--- config.mk ---
export PLATFORM = sky130hd
export DESIGN_NAME = link_anim_ctrl
export DESIGN_NICKNAME = d
export VERILOG_FILES = /design/src/rtl/link_anim_ctrl.sv
export SDC_FILE = /design/constraint.sdc
export NUM_CORES = 1
export LEC_CHECK = 0
export CORE_ASPECT_RATIO = 1.75
export CORE_MARGIN = 2
export CORE_UTILIZATION = 39
export CTS_CLUSTER_SIZE = 24
export DETAILED_ROUTE_END_ITERATION = 10
export SETUP_SLACK_MARGIN = 0.05
export SLEW_MARGIN = 20
export SYNTH_ARGS = -nofsm -noshare
export SYNTH_HDL_FRONTEND = slang
export SYNTH_SLANG_ARGS = --single-unit
--- constraint.sdc ---
create_clock -name Clk -period 2.9 [get_ports Clk]
set_clock_uncertainty 0.05 [all_clocks]
set_input_delay 0.29 -clock Clk [delete_from_list [all_inputs] [get_ports Clk]]
set_output_delay 0.29 -clock Clk [all_outputs]
set_load 0.03 [all_outputs]
--- src/rtl/link_anim_ctrl.sv ---
// Player sprite animation sequencer: tracks facing, walk cycle and attack pose per frame tick
// and drives the registered sprite/palette select used by the color mapper.
module link_anim_ctrl #(
    parameter int WALK_PERIOD   = 8,
    parameter int ATTACK_FRAMES = 16
) (
    input  logic       Clk,
    input  logic       Reset,
    input  logic       frame_clk,
    input  logic [1:0] dir_in,
    input  logic       moving,
    input  logic       attack_req,
    output logic [3:0] sprite_sel,
    output logic       attack_busy
);

    // state  | meaning
    // IDLE   | standing, pose 00
    // WALK_A | walking, first pose 00
    // WALK_B | walking, second pose 01
    // ATTACK | attack pose 10 held for ATTACK_FRAMES frames, dir frozen
    typedef enum logic [1:0] {IDLE, WALK_A, WALK_B, ATTACK} state_t;

    localparam logic [7:0] WALK_LAST = 8'(WALK_PERIOD - 1);
    localparam logic [7:0] ATK_LAST  = 8'(ATTACK_FRAMES - 1);

    state_t     state, state_nx;
    logic [7:0] cnt, cnt_nx;
    logic [1:0] dir_reg, dir_nx;
    logic       frame_q;
    logic       atk_pend, atk_pend_nx;
    logic       tick;
    logic       atk_any;
    logic [1:0] pose_nx;

    assign tick    = frame_clk & ~frame_q;
    assign atk_any = atk_pend | attack_req;

    always_comb begin
        state_nx = state;
        cnt_nx   = cnt;
        if (tick) begin
            case (state)
                IDLE: begin
                    if (atk_any)     state_nx = ATTACK;
                    else if (moving) state_nx = WALK_A;
                end
                WALK_A, WALK_B: begin
                    if (atk_any)               state_nx = ATTACK;
                    else if (!moving)          state_nx = IDLE;
                    else if (cnt == WALK_LAST) state_nx = (state == WALK_A) ? WALK_B : WALK_A;
                    else                       cnt_nx = cnt + 8'd1;
                end
                ATTACK: begin
                    if (cnt == ATK_LAST) state_nx = IDLE;
                    else                 cnt_nx = cnt + 8'd1;
                end
                default: state_nx = IDLE;
            endcase
        end
        if (state_nx != state) cnt_nx = 8'd0;

        dir_nx = (tick && state_nx != ATTACK) ? dir_in : dir_reg;

        // Entering ATTACK consumes the request, even one arriving in that same cycle
        if (state_nx == ATTACK && state != ATTACK) atk_pend_nx = 1'b0;
        else if (attack_req && state != ATTACK)    atk_pend_nx = 1'b1;
        else                                       atk_pend_nx = atk_pend;

        case (state_nx)
            WALK_B:  pose_nx = 2'b01;
            ATTACK:  pose_nx = 2'b10;
            default: pose_nx = 2'b00;
        endcase
    end

    always_ff @(posedge Clk) begin
        if (Reset) begin
            state       <= IDLE;
            cnt         <= 8'd0;
            dir_reg     <= 2'd0;
            frame_q     <= 1'b0;
            atk_pend    <= 1'b0;
            sprite_sel  <= 4'b0000;
            attack_busy <= 1'b0;
        end else begin
            state       <= state_nx;
            cnt         <= cnt_nx;
            dir_reg     <= dir_nx;
            frame_q     <= frame_clk;
            atk_pend    <= atk_pend_nx;
            sprite_sel  <= {dir_nx, pose_nx};
            attack_busy <= (state_nx == ATTACK);
        end
    end

endmodule

==> flow_results.org <==
** Run status
- The run finished with clean final reports.

** Worst setup path
- Counting both buffers and inverters, the worst setup path holds a total of 1.
- Cell chain of the critical path :: inv_1 > ha_1 > nor2_1 > a41oi_1 > o21ai_2 > or2_0 > or4_1 > a211oi_2
- Counting buffers and inverters, the worst setup path is 8 cells deep.
- The worst setup path is captured at a flop.
- The worst register-to-register path begins at state[0].
- Crit path launch type :: flop
- Measured in cells, the most critical reg-to-reg path has a length of 8.
- Data required time at the worst endpoint :: 3020 ps
- Kind of cell adding the most delay to the critical path :: simple AND/OR/NAND/NOR gates
- WP data arrival :: 2630 ps
- Timing endpoint of the critical path :: cnt[7]
- Setup slack on the worst reg-to-reg path comes out at 390 ps.
- Max Fanout on Critical Path :: 7
- Setup CP Type :: flop to flop
- The slowest stage of the critical path belongs to the cell sky130_fd_sc_hd__or4_1.
- Reg2Reg Capture Point :: cnt[7]
- Critical Path Max Stage Delay :: 520 ps
- Tracing the worst setup path back leads to its startpoint at state[0].

** Placed design
- Number of port buffers :: 11
- After legalization and detailed placement, the total HPWL measured 1946 um.
- Post-detailed-placement cell area :: 0.001185 sq mm
- Number of placed instances with taps included :: 149
- Before CTS, the worst setup slack after placement is 322.7 ps.
- The congestion estimate from routability-driven global placement came to 0.8626.

** Die
- Once the floorplan was initialized, standard cells occupied 40.10% of the core.
- Measured along the x axis, the die boundary spans 43.29 um.
- Standard-cell row count :: 25
- The die covers 0.003150 sq mm.
- The core region is 0.002628 sq mm.
- Measured along the y axis, the die boundary spans 72.76 um.
- In this run the count of I/O pins placed on the die edge is 12.

** Synth
- Area of the mapped netlist :: 0.001054 sq mm
- The biggest area contributor in the post-synthesis netlist is sky130_fd_sc_hd__dfxtp_1.
- Gate count of the mapped netlist :: 114
- Area fraction of the dominant cell type after synthesis :: 32.30%
- Top area cells in the synthesized netlist :: sky130_fd_sc_hd__dfxtp_1 32%, sky130_fd_sc_hd__nor3_2 6.7%, sky130_fd_sc_hd__xnor2_1 5.0%
- Counting every net in the synthesized netlist gives 125.
- Flop and latch count out of synthesis :: 17
- Yosys warns :: 0
- Synthesized area per cell :: 9.241 sq um
- Share of the yosys chip area belonging to registers :: 32.30%
- Number of different library cells in the post-synthesis netlist :: 40

** Flow run
- The tool flagged a number of max-cap violations equal to 0.

** Pwr
- Static Leak :: 0.4321 nW
- Power Total :: 0.5889 mW
- Power spent charging and discharging nets :: 0.1887 mW
- Combinational share of power :: 26.4%
- The internal portion of the total power is 0.4002 mW.
- VDD sags by at most 324.5 uV.
- Of the total power, the share spent switching nets is 32.04%.
- The clock network is responsible for 30.0% of the overall power.
- The share of total power dissipated in sequential elements is 43.6%.
- For this design the ratio of total power to cell area is 478.3 mW/mm^2.

** Timing
- In this run the tightest slew margin relative to its limit is 55.34%.
- Number of setup violations in the final report :: 0
- In the final timing run, aggregate negative setup slack is 0 ps.
- Unrepaired setup endpoints after global routing :: false
- Fin. Hold Viols :: 0
- Share of the clock period used by the worst path after layout :: 86.57%
- Based on the critical path, the design can be clocked at up to 398.3 MHz.
- The final count of pins violating max slew was 0.
- At the pin with the least slew margin, the transition time is 667.8 ps.
- Counting I/O delays and the setup requirement, the final critical path takes 2510 ps.
- After layout, the worst setup slack is 389.5 ps.

** Global routing
- After global routing the overflow that remains totals 0.
- In the global route stage, overall resource usage came out at 17.43%.
- The first global-routing pass estimated 4119 um of wire.
- The via count of the first global-routing pass came to 941.
- Largest net degree at the start of global routing :: 17
- The initial antenna violation count was 0.

** Layout
- Multi-input combinational cell area :: 670.6 sq um
- Number of diodes added for antenna fixing :: 0
- Relative area change from synthesis to final layout :: 16.86%
- With fillers left out, the area of the finished cells amounts to 0.001231 sq mm.
- At the end of the flow, the number of nets in the layout was 138.
- The post-route netlist has 17.46% of its cells at a drive strength greater than 1.
- # fillers :: 275
- Number of standard cells in the layout, taps in and fillers out :: 153
- In the final layout, flip-flops and latches occupy 340.3 sq um.

** Clock tree
- Buffers inserted during post-CTS setup optimization :: 0
- In this run, post-CTS hold repair placed 0 buffers.
- The tree is rooted in a sky130_fd_sc_hd__clkbuf_8.
- Clock latency on the worst-skew pair :: 250 ps
- In this run the number of H-tree levels came out at 1.
- Maximum count of clock buffers along a single path :: 2
- The clock drives 17 sinks.
- TritonCTS created 3 clock buffers.
- After clock tree synthesis, the clock-pin slew on the worst setup and hold paths is 70 ps.
- Once the clock tree was built, the resizer swapped 0 gates to a different size.
- TritonCTS built the clock tree.

** Routing
- Via total after detailed routing :: 897
- Post-detailed-routing wire length :: 2464 um
- The count of nets left with antenna violations once routing finished came out at 0.
- Drt via density :: 5.863
- The first detailed-routing pass ran for 4 iterations.
- The first routing iteration left 13 violations.
- For this run, design rule violations remaining after detail routing come to 0.
- Routed wirelength normalized by instance count :: 16.10 um

** Hold path
- The path class of the tightest hold or removal check is flop to flop.
[flip-flops by register name (all words and copies together), names as in the netlist]
name and count:
sprite_sel 4, atk_pend 1, attack_busy 1, frame_q 1, state 2, cnt 8
[area by class of cell]
cell class | count | area share, %
Clock buffer | 3 | 3.354
Clock inverter | 1 | 0.4065
Inverter | 8 | 2.439
Multi-Input combinational cell | 86 | 54.47
Sequential cell | 17 | 27.64
Tap cell | 27 | 2.744
Timing Repair Buffer | 11 | 8.943
[worst min path at each step]
stage / slack, ps / endpoint / cells past startpoint / start
2_1_floorplan: 310 / frame_q / 1 / Reset
3_5_place_dp: 420 / sprite_sel[3] / 2 / sprite_sel[3]
3_3_place_gp: 410 / sprite_sel[3] / 2 / sprite_sel[3]
4_1_cts: 430 / sprite_sel[3] / 2 / sprite_sel[3]
6_report: 430 / sprite_sel[3] / 2 / sprite_sel[3]
5_1_grt: 470 / sprite_sel[3] / 2 / sprite_sel[3]
[worst min-delay path, stage by stage (launching register included)]
cell and delay [ps]:
sky130_fd_sc_hd__dfxtp_1 310, sky130_fd_sc_hd__nand2b_1 60, sky130_fd_sc_hd__mux2i_1 60
[Yosys cell counts, drive strengths merged]
| master | instances |
|---|---|
| ha | 4 |
| xnor2 | 6 |
| inv | 8 |
| dfxtp | 17 |
| nand3 | 4 |
| or3 | 1 |
| and2b | 1 |
| or2 | 1 |
| clkbuf | 2 |
| nor3 | 9 |
| and4b | 1 |
| and4bb | 1 |
| nand2 | 4 |
| o22ai | 1 |
| nor3b | 1 |
| o211ai | 1 |
| a311oi | 1 |
| nand4 | 4 |
| nor2 | 9 |
| nor4 | 4 |
| nor2b | 1 |
| nor4b | 1 |
| a211oi | 3 |
| or3b | 1 |
| o31ai | 1 |
| a41oi | 2 |
| mux2i | 3 |
| a21oi | 5 |
| o21ai | 2 |
| a31oi | 2 |
| a21o | 4 |
| or4 | 1 |
| buf | 1 |
| nand2b | 7 |
[through the flow]
stage,util (%),hold WS [ps]
after detailed placement,45.10,419.1
after global routing,46.86,466.2
final,46.86,429.1
after floorplan,-,311.6
after CTS,46.86,431.7
after global placement,45.10,415.0
[logic make-up (layout without fill, tap and decap cells)]
| group | after synthesis | in the layout | synth area share [%] |
|---|---|---|---|
| adder cells (fa/ha/maj) | 4 | 4 | 4.751 |
| flip-flops | 17 | 17 | 32.30 |
| XOR/XNOR | 6 | 6 | 4.988 |
| AND/OR/NAND/NOR | 51 | 51 | 34.32 |
| multiplexers | 3 | 3 | 2.850 |
| buffers and inverters | 11 | 23 | 4.038 |
| AO/OA/AOI/OAI | 22 | 22 | 16.75 |
[layout by cell type, fill, tap and decap left out, drive strengths merged, types with 3 or more instances in the layout]
master | synthesis | layout
xnor2 | 6 | 6
nand2b | 7 | 7
mux2i | 3 | 3
a211oi | 3 | 3
clkdlybuf4s50 | 0 | 11
inv | 8 | 8
ha | 4 | 4
nor4 | 4 | 4
nand3 | 4 | 4
nand2 | 4 | 4
nor2 | 9 | 9
nor3 | 9 | 9
nand4 | 4 | 4
clkbuf | 2 | 3
a21o | 4 | 4
a21oi | 5 | 5
dfxtp | 17 | 17
[power groups by stage]
stage	Sequential (mW)	Clock, mW	Combinational (mW)
floorplan	0.269	0	0.101
detailed placement	0.262	0	0.156
global placement	0.262	0	0.152
finish	0.257	0.177	0.155
global route	0.258	0.192	0.171
CTS	0.257	0.183	0.157
[routing by layer]
metal / up-vias / wire (um) / track usage [%] / part of all wire [%]
li1: 440 / - / - / -
met1: 434 / 881 / 16.18 / 36
met2: 16 / 1460 / 33.83 / 59
met3: 7 / 50 / 2.475 / 2.0
met4: 0 / 70 / 10.44 / 2.8
met5: - / 0 / 0 / 0
(Power assumes the default switching activity.)
